<file path="config.mk">
export PLATFORM = sky130hd
export DESIGN_NAME = instr_loader
export DESIGN_NICKNAME = d
export VERILOG_FILES = /design/src/rtl/instr_loader.sv
export SDC_FILE = /design/constraint.sdc
export NUM_CORES = 1
export LEC_CHECK = 0
export ABC_AREA = 1
export CORE_MARGIN = 5
export CORE_UTILIZATION = 51
export CTS_CLUSTER_SIZE = 20
export DETAILED_ROUTE_END_ITERATION = 7
export GPL_ROUTABILITY_DRIVEN = 0
export PLACE_DENSITY = 0.82
export SYNTH_ARGS = -nofsm -noshare
export SYNTH_HDL_FRONTEND = slang
export SYNTH_SLANG_ARGS = --single-unit
</file>
<file path="constraint.sdc">
create_clock -name clk -period 1.65 [get_ports clk]
set_input_delay 0.33 -clock clk [delete_from_list [all_inputs] [get_ports clk]]
set_output_delay 0.33 -clock clk [all_outputs]
set_load 0.01 [all_outputs]
</file>
<file path="src/rtl/instr_loader.sv">
// -----------------------------------------------------------------------------
// instr_loader
//
// Host-side writer for the sequencer instruction RAM. A framed byte stream from
// the host link FIFO is parsed, 120-bit instruction words are assembled (MSB
// byte first) and written at consecutive RAM addresses.
//
// Frame: 0xA5, ADDR_HI, ADDR_LO, CNT_HI, CNT_LO, CNT*15 payload bytes, CHK
//   CHK is the 8-bit modular sum of every byte after 0xA5 up to the last
//   payload byte.
//
// Word layout: {flg[63:0], op_code[3:0], data[19:0], time_arg[31:0]}
//
// Parameters
//   ADDR_SIZE       RAM address width (address wraps modulo 2^ADDR_SIZE)
//   TIMEOUT_CYCLES  idle cycles allowed between bytes inside a frame
//
// Ports
//   clk          system clock
//   reset        synchronous, active-high
//   in_data      byte from host FIFO
//   in_valid     in_data valid
//   in_ready     byte accepted when in_valid && in_ready (low only in reset)
//   seq_idle     decoder stopped; frames are accepted only while high
//   mem_we       RAM write strobe, one cycle per word
//   mem_waddr    RAM write address
//   mem_wdata    RAM write data
//   busy         frame in progress
//   done         one-cycle pulse after the checksum byte is accepted
//   crc_err      checksum mismatch on the last frame; cleared by next LOAD
//   reject_err   one-cycle pulse: LOAD refused or aborted because seq_idle low
//   timeout_err  one-cycle pulse: frame aborted on inter-byte timeout
// -----------------------------------------------------------------------------
module instr_loader #(
  parameter int ADDR_SIZE      = 16,
  parameter int TIMEOUT_CYCLES = 1000000
) (
  input  logic                 clk,
  input  logic                 reset,
  input  logic [7:0]           in_data,
  input  logic                 in_valid,
  output logic                 in_ready,
  input  logic                 seq_idle,
  output logic                 mem_we,
  output logic [ADDR_SIZE-1:0] mem_waddr,
  output logic [119:0]         mem_wdata,
  output logic                 busy,
  output logic                 done,
  output logic                 crc_err,
  output logic                 reject_err,
  output logic                 timeout_err
);

  localparam logic [7:0] SYNC_BYTE  = 8'hA5;
  localparam int         WORD_BYTES = 15;
  localparam int         TIMER_W    = (TIMEOUT_CYCLES > 1) ? $clog2(TIMEOUT_CYCLES + 1) : 1;

  typedef enum logic [2:0] {
    IDLE,
    ADDR_HI,
    ADDR_LO,
    CNT_HI,
    CNT_LO,
    PAYLOAD,
    CHECK
  } state_t;

  state_t               state;
  logic [7:0]           addr_hi;     // held until ADDR_LO completes the address
  logic [7:0]           cnt_hi;      // held until CNT_LO completes the count
  logic [7:0]           checksum;
  logic [ADDR_SIZE-1:0] addr;        // address of the word being assembled
  logic [15:0]          words_left;
  logic [3:0]           byte_cnt;    // payload bytes already in shift_reg
  logic [111:0]         shift_reg;   // first 14 bytes; the 15th joins at write time
  logic [TIMER_W-1:0]   timer;
  logic                 mem_we_q;
  logic                 done_q;
  logic                 accept;

  assign in_ready = !reset;
  assign accept   = in_valid && in_ready;
  assign busy     = (state != IDLE);

  // The strobes are masked by reset so that a strobe registered just before
  // reset rises can never reach the RAM during the reset cycle itself.
  assign mem_we = mem_we_q && !reset;
  assign done   = done_q && !reset;

  // NOTE: every register here is updated with non-blocking assignments so all
  // of them see the same pre-edge values; a blocking update would let later
  // statements in this block observe half-updated state.
  always_ff @(posedge clk) begin
    if (reset) begin
      // NOTE: the datapath registers (shift_reg, mem_wdata) are reset too so
      // that every output reads 0 after reset, not just the control flags.
      state       <= IDLE;
      addr_hi     <= '0;
      cnt_hi      <= '0;
      checksum    <= '0;
      addr        <= '0;
      words_left  <= '0;
      byte_cnt    <= '0;
      shift_reg   <= '0;
      timer       <= '0;
      mem_we_q    <= 1'b0;
      mem_waddr   <= '0;
      mem_wdata   <= '0;
      done_q      <= 1'b0;
      crc_err     <= 1'b0;
      reject_err  <= 1'b0;
      timeout_err <= 1'b0;
    end else begin
      // Pulse outputs default low; they are raised for exactly one cycle below.
      mem_we_q    <= 1'b0;
      done_q      <= 1'b0;
      reject_err  <= 1'b0;
      timeout_err <= 1'b0;

      if (state == IDLE) begin
        timer <= '0;
        // Anything other than the sync byte is dropped without comment.
        if (accept && in_data == SYNC_BYTE) begin
          if (seq_idle) begin
            crc_err  <= 1'b0;
            checksum <= '0;
            byte_cnt <= '0;
            state    <= ADDR_HI;
          end else begin
            reject_err <= 1'b1;
          end
        end
      end else if (!seq_idle) begin
        // Decoder left STOP mid-frame: abandon the frame and any partial word.
        // A strobe registered on the previous edge is already on the outputs
        // and still completes.
        reject_err <= 1'b1;
        state      <= IDLE;
        timer      <= '0;
        byte_cnt   <= '0;
      end else if (accept) begin
        timer <= '0;
        if (state != CHECK) begin
          checksum <= checksum + in_data;
        end

        case (state)
          ADDR_HI: begin
            addr_hi <= in_data;
            state   <= ADDR_LO;
          end
          ADDR_LO: begin
            // Bits above ADDR_SIZE-1 are dropped by the width cast.
            addr  <= ADDR_SIZE'({addr_hi, in_data});
            state <= CNT_HI;
          end
          CNT_HI: begin
            cnt_hi <= in_data;
            state  <= CNT_LO;
          end
          CNT_LO: begin
            words_left <= {cnt_hi, in_data};
            state      <= ({cnt_hi, in_data} == 16'd0) ? CHECK : PAYLOAD;
          end
          PAYLOAD: begin
            if (byte_cnt == 4'(WORD_BYTES - 1)) begin
              mem_we_q   <= 1'b1;
              mem_waddr  <= addr;
              mem_wdata  <= {shift_reg, in_data};
              addr       <= addr + ADDR_SIZE'(1);
              byte_cnt   <= '0;
              words_left <= words_left - 16'd1;
              if (words_left == 16'd1) begin
                state <= CHECK;
              end
            end else begin
              shift_reg <= {shift_reg[103:0], in_data};
              byte_cnt  <= byte_cnt + 4'd1;
            end
          end
          CHECK: begin
            // Words already written stay written; only the flag reports it.
            done_q  <= 1'b1;
            crc_err <= (in_data != checksum);
            state   <= IDLE;
          end
          default: begin
            state <= IDLE;
          end
        endcase
      end else if (timer == TIMER_W'(TIMEOUT_CYCLES - 1)) begin
        // This cycle is the TIMEOUT_CYCLES-th consecutive one without a byte.
        timeout_err <= 1'b1;
        state       <= IDLE;
        timer       <= '0;
        byte_cnt    <= '0;
      end else begin
        timer <= timer + TIMER_W'(1);
      end
    end
  end

endmodule

</file>
==> results.py, run 1 <==
metrics = {
    "yosys": {
        "synth_top_family_by_area": "simple AND/OR/NAND/NOR gates",
        "yosysSeqAreaShare": 0.4933,
        "synthAdderAreaFrac": 0.01340,
        "synth_nets": 1856,
        "synth-seq-cells": 336,
        "synth_compound_gate_area_share": 0.1606,
        "yosys.area_share.simple": 0.2549,
        "syn_area_mm2": 0.01364,
        "synthCells": 1830,
        "synthXorXnorAreaFrac": 0.01092,
        "ys_types": 43,
        "syn_avg_cell_area_um2": 7.451,
        "synthMuxAreaShare": 0,
        "yosysWarnings": 0,
    },
    "grt": {
        "grt_pass1_vias": 12470,
        "grt-ovfl-total": 0,
        "track_usage": 0.2376,
        "grt_pass1_wl_um": 61200,
        "antenna_found_initial": 0,
        "grt_max_degree": 90,
    },
    "sta": {
        "fin_ws_ns": -0.09306,
        "slew_headroom": 0.7019,
        "fin_crit_ns": 1.743,
        "finalSetupViolCount": 10,
        "maxSlewViolCount": 0,
        "whs_ns": 0.3080,
        "worstMarginPinSlew_ns": 0.4472,
        "fin_crit_sh": 1.056,
        "max_freq_ghz": 0.5737,
        "hold_viol": 0,
        "rsz0062_at_grt": "true",
        "clock_skew_ns": 0.01303,
    },
    "cells_and_area": {
        "syn_to_final_growth_pct": 35.92,
        "diodes": 0,
        "drive_gt1_frac": 0.1818,
        "largest_reg_flops": 120,
        "final_cell_area_mm2": 0.01853,
        "nFillCells": 1925,
        "nets": 2118,
    },
    "min_path": {
        "hp-class": "primary input to register",
    },
    "clocking": {
        "ctsHoldBuffers": 0,
        "ctsRootBufferMaster": "clkbuf_16",
        "clkTransAtPathRegs_ns": 0.06,
        "cts_buffers": 36,
        "worstSkewPairLatency_ns": 0.51,
        "clock_path_buffers": 3,
        "cts.sinks": 336,
        "htreeDepth": 2,
        "cts_tree": "done",
    },
    "drt": {
        "antenna_left": 0,
        "wl_um": 44420,
        "avgRoutedWirePerCell_um": 18.11,
        "via_per_inst": 5.676,
        "vias": 13920,
        "firstDrtPassIters": 6,
        "drc": 0,
        "drt_iter0_drc": 1216,
    },
    "setup_path": {
        "critPathRequiredTime_ns": 2.09,
        "crit_chain": "inv_1 -> nor2_1 -> nand2_1 -> nor2_1 -> nand3_2 -> nand2_4 -> buf_4 -> nand3_2 -> nand2_1 -> nand2_1 -> nor2_1",
        "critPathMaxFanout": 4,
        "arrival_ns": 2.18,
        "cp_slowest_cell": "dfxtp_1",
        "start_kind": "register",
        "critPathBufInv": 2,
        "path_delay_family": "simple AND/OR/NAND/NOR gates",
        "critical_path_class": "register to register",
        "end_kind": "register",
        "max_stage_delay_ns": 0.38,
    },
    "placed_design": {
        "port_buffers": 154,
        "dpl.hpwl_um": 24990,
        "dpl_cell_area_mm2": 0.01608,
    },
    "status": {
        "violations": "setup timing",
        "status": "finished, violations left",
    },
    "pwr": {
        "p_leak_uw": 0.008522,
        "peakVddDrop_uv": 698.3,
        "power.density_mw_per_mm2": 1014,
    },
    "floorplan": {
        "coreArea_mm2": 0.02621,
        "io_pins": 155,
        "die-area_mm2": 0.03011,
        "start_util": 0.5203,
        "die_w_um": 173.5,
        "dieHeight_um": 173.5,
        "num_rows": 59,
    },
    "job": {
        "cap_violations": 0,
    },
}
[power by group]
part	leakage, uW	internal, uW	switching [uW]
registers	0.00271	8270	146
clock network	0.000576	4700	3320
logic	0.00523	991	1360
total	0.00852	14000	4830
[metrics by stage]
step	power [uW]	TNS [ns]	util	cells	setup WS, ns
final	18790	-0.2715	0.7072	2453	-0.09306
after global routing	19430	-2.856	0.7072	2453	-0.1279
after CTS	18340	-0.05132	0.6558	2392	-0.01651
after detailed placement	10410	-124.31	0.6137	2326	-0.6048
after floorplan	9653	0	-	1830	0.008063
after global placement	10340	-110.65	0.6137	2326	-0.5468
[cells by family (layout without fill, tap and decap cells)]
kind of cell / after synthesis / in the layout
AO/OA/AOI/OAI: 426 / 426
XOR/XNOR: 17 / 17
adder cells (fa/ha/maj): 14 / 14
buffers and inverters: 194 / 481
flip-flops: 336 / 336
AND/OR/NAND/NOR: 843 / 844
[routing by layer]
layer,track usage,wire length [um],vias to the layer above
li1,-,-,6495
met1,0.3181,17610,6561
met2,0.3880,21040,728
met3,0.05125,4275,140
met4,0.07050,1485,0
met5,0,0,-
[area by class of cell]
type,instances,area [um2],area share
Clock buffer,53,1076,0.05806
Clock inverter,11,96.34,0.005198
Inverter,90,389.1,0.02100
Multi-Input combinational cell,1301,6430,0.3469
Sequential cell,336,6744,0.3639
Tap cell,335,419.2,0.02262
Timing Repair Buffer,323,3346,0.1805
Timing Repair inverter,4,32.53,0.001755
[synth_stat cells, drive strengths merged]
library cell	number	area (um2)
nor2	561	2175
dfxtp	336	6726
o21ai	312	1580
nand2	166	648.1
a21oi	94	470.5
inv	90	342.8
buf	55	385.4
nand3	54	282.8
clkbuf	49	183.9
nor3	23	115.1
nand4	16	100.1
ha	13	162.7
xor2	11	96.34
or2	10	62.56
a31oi	8	50.05
xnor2	6	52.55
nand3b	4	30.03
and2	3	18.77
nor3b	3	22.52
o21a	3	22.52
o21bai	3	22.52
a21o	2	15.01
nor4	2	12.51
a21boi	1	7.510
fa	1	20.02
nor4b	1	8.760
o211ai	1	7.510
o22ai	1	6.260
o31ai	1	7.510
[final timing paths]
kind | start | cells after the start | slack, ns | endpoint
min | in_valid | 5 | 0.31 | done_q
max | timer[9] | 11 | -0.09 | byte_cnt[1]
min reg2reg | checksum[6] | 2 | 0.47 | checksum[6]
max reg2reg | timer[9] | 11 | -0.09 | byte_cnt[1]
[what timing repair did]
item                                    CTS  global route
endpoints found under the setup margin  295           308
gates cloned                              0            29
setup buffers                             2            32
pin swaps                                 2            28
resized for setup                       181           206
[worst min-delay path, cell delays in order]
cell,delay (ns)
dlymetal6s2s_1,0.14
nand2_4,0.10
inv_4,0.04
nand2_4,0.10
nor2_1,0.05
[cell usage in the layout, fill, tap and decap left out, types with 10 or more instances in the layout]
master and n:
a21oi_1 86, buf_12 17, buf_4 110, buf_6 16, clkbuf_16 53, dfxtp_1 324, dfxtp_2 11, dlygate4sd2_1 144
inv_1 73, nand2_1 154, nand3_1 48, nand4_1 16, nor2_1 492, nor2_2 58, nor2_4 10, nor3_1 21
o21ai_0 176, o21ai_1 126, xor2_1 11
Note: power is estimated with default switching activity, not from simulation.
==> run 2: changes to the inputs <==
Settings changed: CTS_CLUSTER_DIAMETER set to 30.
==> results.py, run 2 (synthesis gave the netlist of run 1 again) <==
metrics = {
    "grt": {
        "grt_max_degree": 90,
        "track_usage": 0.2519,
        "grt-ovfl-total": 0,
        "antenna_found_initial": 1,
        "grt_pass1_vias": 13200,
        "grt_pass1_wl_um": 64340,
    },
    "cells_and_area": {
        "nets": 2143,
        "final_cell_mix": "522 x nor2_1, 323 x dfxtp_1, 209 x o21ai_0",
        "multiInputGateArea_mm2": 0.006370,
        "final_cell_area_mm2": 0.01942,
        "diodes": 0,
        "drive_gt1_frac": 0.1908,
        "seq_area_mm2": 0.006748,
        "syn_to_final_growth_pct": 42.44,
        "largest_reg_flops": 120,
        "nFillCells": 1748,
        "final_common_cell": "nor2_1",
    },
    "clocking": {
        "cts.sinks": 336,
        "clkTransAtPathRegs_ns": 0.05,
        "worstSkewPairLatency_ns": 0.55,
        "cts_tree": "done",
        "htreeDepth": 3,
        "cts_buffers": 68,
        "clock_path_buffers": 3,
        "ctsHoldBuffers": 0,
        "ctsRootBufferMaster": "clkbuf_16",
    },
    "floorplan": {
        "start_util": 0.5203,
        "dieHeight_um": 173.5,
        "coreArea_mm2": 0.02621,
        "num_rows": 59,
        "die_w_um": 173.5,
        "io_pins": 155,
        "die-area_mm2": 0.03011,
    },
    "setup_path": {
        "path_delay_family": "simple AND/OR/NAND/NOR gates",
        "crit_chain": "inv_4 -> ha_4 -> inv_2 -> nor2_1 -> nand2_1 -> nor2_1 -> nand3_1 -> nand2_1 -> nand2_2 -> nor2_4 -> nand2_1 -> nand2_1 -> nor2_1",
        "arrival_ns": 2.21,
        "start_kind": "register",
        "critPathBufInv": 2,
        "critPathMaxFanout": 4,
        "critical_path_class": "register to register",
        "max_stage_delay_ns": 0.33,
        "end_kind": "register",
        "cp_slowest_cell": "dfxtp_2",
        "path_common_cell": "nand2_1",
        "critPathRequiredTime_ns": 2.06,
    },
    "status": {
        "status": "finished, violations left",
        "violations": "DRC, setup timing",
    },
    "sta": {
        "fin_crit_ns": 1.807,
        "clock_skew_ns": 0.02080,
        "hold_viol": 0,
        "rsz0062_at_grt": "true",
        "fin_ws_ns": -0.1570,
        "worstMarginPinSlew_ns": 0.4642,
        "maxSlewViolCount": 0,
        "finalSetupViolCount": 103,
        "finalSetupTns_ns": -2.514,
        "fin_crit_sh": 1.095,
        "slew_headroom": 0.6906,
        "max_freq_ghz": 0.5534,
    },
    "placed_design": {
        "port_buffers": 154,
        "dpl.hpwl_um": 24990,
        "dpl_cell_area_mm2": 0.01608,
        "dpl_worst_slack_ns": -0.6048,
    },
    "pwr": {
        "peakVddDrop_uv": 826.3,
        "power.density_mw_per_mm2": 1274,
        "p_total_uw": 24740,
        "p_leak_uw": 0.008921,
    },
    "min_path": {
        "hp-class": "primary input to register",
    },
    "job": {
        "cap_violations": 0,
    },
    "drt": {
        "firstDrtPassIters": 8,
        "wl_um": 46870,
        "drc": 1,
        "vias": 14410,
        "drt_iter0_drc": 1381,
        "via_per_inst": 5.752,
        "antenna_left": 0,
        "avgRoutedWirePerCell_um": 18.71,
    },
}
==> run 2: cell count changes in the layout (fill, tap and decap cells not counted), sizes merged, moves of 2 or more <==
cell,change
clkbuf,+26
clkinv,+8
inv,+8
clkinvlp,+7
bufinv,+4
clkdlybuf4s50,+2
==> run 2: layout make-up <==
| class | instances | share of cell area |
|---|---|---|
| clock buffers | 83 | 0.09631 |
| flip-flops and latches | 336 | 0.3474 |
| repair buffers | 319 | 0.1632 |
| inverters | 90 | 0.01984 |
| repair inverters | 2 | 0.0007086 |
| clock inverters | 40 | 0.02293 |
| multi-input cells | 1300 | 0.3280 |
| well taps | 335 | 0.02158 |
==> run 2: what timing repair did <==
item	in CTS	in global routing
setup buffers	5	37
setup endpoints to repair	325	312
cloned	0	16
gates resized for setup	184	136
pin swaps	9	36
==> run 2: worst paths after layout <==
| check | cells after the start | start | to | slack [ns] |
|---|---|---|---|---|
| worst max register to register | 13 | words_left[1] | state[2] | -0.16 |
| worst min register to register | 2 | checksum[3] | checksum[3] | 0.48 |
| worst max-delay path | 13 | words_left[1] | state[2] | -0.16 |
| worst min-delay path | 4 | in_data[0] | mem_wdata[0] | 0.36 |
==> run 2: metal layers <==
metal / global-route usage / part of all wire / wire, um
met1: 0.3207 / 0.38 / 17710
met3: 0.05867 / 0.11 / 4930
met2: 0.4130 / 0.47 / 21980
met4: 0.1048 / 0.048 / 2233
met5: 0 / 0.00028 / 13
==> run 2: worst register-to-register path, delay by kind of cell, from the launching register on <==
family                   cells  cell delay [ns]
adder cells (fa/ha/maj)      1             0.14
AND/OR/NAND/NOR             10             1.08
flip-flops                   1             0.33
buffers and inverters        2             0.12
==> run 2: stage by stage <==
step | hold slack, ns | cells | utilization
after floorplan | 0.4297 | 1830 | -
after global placement | 0.4538 | 2326 | 0.6137
after global routing | 0.3434 | 2505 | 0.7411
final | 0.3561 | 2505 | 0.7411
after CTS | 0.4333 | 2454 | 0.7008
after detailed placement | 0.4548 | 2326 | 0.6137
==> run 2: where the power goes <==
group	leakage [uW]	total, uW	internal, uW	switching, uW
clock network	0.00112	13700	8970	4710
logic	0.00509	2630	1100	1520
registers	0.00271	8440	8290	148
==> run 3: changes to the inputs <==
Settings changed: CORE_UTILIZATION 51 to 56, PLACE_DENSITY 0.82 to 0.86.
Clock period 1.65 ns to 1.97 ns, I/O delays scaled along.
==> results.py, run 3 (synthesis gave the netlist of run 1 again) <==
metrics = {
    "status": {
        "status": "complete, no violations",
    },
    "pwr": {
        "power_switching_uw": 4739,
        "p_int_uw": 14570,
        "combPwrFrac": 0.076,
        "peakVddDrop_uv": 737.4,
        "power.density_mw_per_mm2": 1069,
        "p_leak_uw": 0.007628,
        "swShare": 0.2454,
        "power.share.clock": 0.559,
        "power_frac_seq": 0.365,
    },
    "sta": {
        "rsz0062_at_grt": "false",
        "maxSlewViolCount": 0,
        "hold_viol": 0,
        "clock_skew_ns": 0.01466,
        "fin_crit_sh": 0.9765,
        "fin_crit_ns": 1.924,
        "whs_ns": 0.4502,
        "max_freq_ghz": 0.5198,
        "finalSetupViolCount": 0,
        "slew_headroom": 0.6163,
        "worstMarginPinSlew_ns": 0.5755,
    },
    "cells_and_area": {
        "final_cell_mix": "546 x nor2_1, 333 x dfxtp_1, 227 x o21ai_0",
        "final_common_cell": "nor2_1",
        "seq_area_mm2": 0.006730,
        "largest_reg_flops": 120,
        "final_cell_area_mm2": 0.01806,
        "multiInputGateArea_mm2": 0.006012,
        "diodes": 0,
        "drive_gt1_frac": 0.1209,
        "nets": 2061,
        "syn_to_final_growth_pct": 32.44,
        "nFillCells": 1606,
    },
    "clocking": {
        "htreeDepth": 2,
        "clkTransAtPathRegs_ns": 0.06,
        "ctsHoldBuffers": 0,
        "ctsRootBufferMaster": "clkbuf_16",
        "worstSkewPairLatency_ns": 0.57,
        "clock_path_buffers": 3,
        "cts_tree": "done",
        "cts_buffers": 60,
        "cts.sinks": 336,
    },
    "setup_path": {
        "arrival_ns": 1.53,
        "max_stage_delay_ns": 0.58,
        "start_kind": "register",
        "cp_slowest_cell": "clkdlybuf4s50_1",
        "crit_chain": "clkdlybuf4s50_1",
        "critPathRequiredTime_ns": 1.58,
        "critPathMaxFanout": 2,
        "path_delay_family": "buffers and inverters",
        "end_kind": "output pin",
        "critPathBufInv": 1,
        "critical_path_class": "register to output pin",
    },
    "grt": {
        "grt_max_degree": 153,
        "track_usage": 0.2755,
        "antenna_found_initial": 0,
        "grt_pass1_vias": 13090,
        "grt-ovfl-total": 0,
        "grt_pass1_wl_um": 64880,
    },
    "drt": {
        "via_per_inst": 5.572,
        "drt_iter0_drc": 1270,
        "firstDrtPassIters": 8,
        "vias": 13420,
        "wl_um": 39220,
        "avgRoutedWirePerCell_um": 16.28,
        "antenna_left": 0,
        "drc": 0,
    },
    "placed_design": {
        "dpl_cell_area_mm2": 0.01587,
        "dpl.hpwl_um": 24170,
        "port_buffers": 154,
    },
    "job": {
        "cap_violations": 0,
    },
    "min_path": {
        "hp-class": "register to register",
    },
    "floorplan": {
        "num_rows": 57,
        "die-area_mm2": 0.02757,
        "dieHeight_um": 166.0,
        "die_w_um": 166.0,
        "coreArea_mm2": 0.02418,
        "io_pins": 155,
        "start_util": 0.5640,
    },
}
==> run 3: final timing paths <==
kind	end	depth (start not counted)	startpoint	slack, ns
max	mem_wdata[91]	1	mem_wdata[91]	0.05
min	timer[0]	1	timer[0]	0.45
max reg2reg	words_left[13]	9	byte_cnt[0]	0.16
min reg2reg	timer[0]	1	timer[0]	0.45
==> run 3: power groups by stage <==
stage / clock (uW) / sequential, uW / combinational, uW
detailed placement: 0 / 7170 / 1410
finish: 10800 / 7050 / 1470
global route: 11200 / 7050 / 1630
floorplan: 0 / 7140 / 939
global placement: 0 / 7170 / 1370
CTS: 10900 / 7030 / 1430
==> run 3: metrics by stage <==
| stage | setup slack, ns | total power [uW] | TNS (ns) | util | cells |
|---|---|---|---|---|---|
| 4_1_cts | -0.1576 | 19330 | -0.1576 | 0.7456 | 2408 |
| 5_1_grt | 0.001326 | 19900 | 0 | 0.7469 | 2409 |
| 2_1_floorplan | 0.2641 | 8082 | 0 | - | 1830 |
| 3_5_place_dp | -0.3788 | 8581 | -45.10 | 0.6565 | 2296 |
| 6_report | 0.04630 | 19310 | 0 | 0.7469 | 2409 |
| 3_3_place_gp | -0.2983 | 8536 | -32.45 | 0.6565 | 2296 |
==> run 3: timing repair <==
item	CTS	global route
setup endpoints to repair	4	42
setup buffers	0	1
pin swaps	0	2
resized for setup	3	13
==> run 3: cell type report <==
type                       count  share of cell area
clock buffer                  71             0.09111
clock inverter                41             0.02841
inverter                      90             0.01947
multi-input combinational   1300              0.3329
sequential                   336              0.3727
tap                          324             0.02245
timing repair buffer         247              0.1330
==> run 3: layer usage <==
metal  up-vias  GRT usage  part of all wire
met1      6235     0.3543              0.41
li1       6383          -                 -
met3       135    0.05546             0.081
met2       670     0.4554              0.47
met4         0     0.1133             0.038
met5         -          0                 0
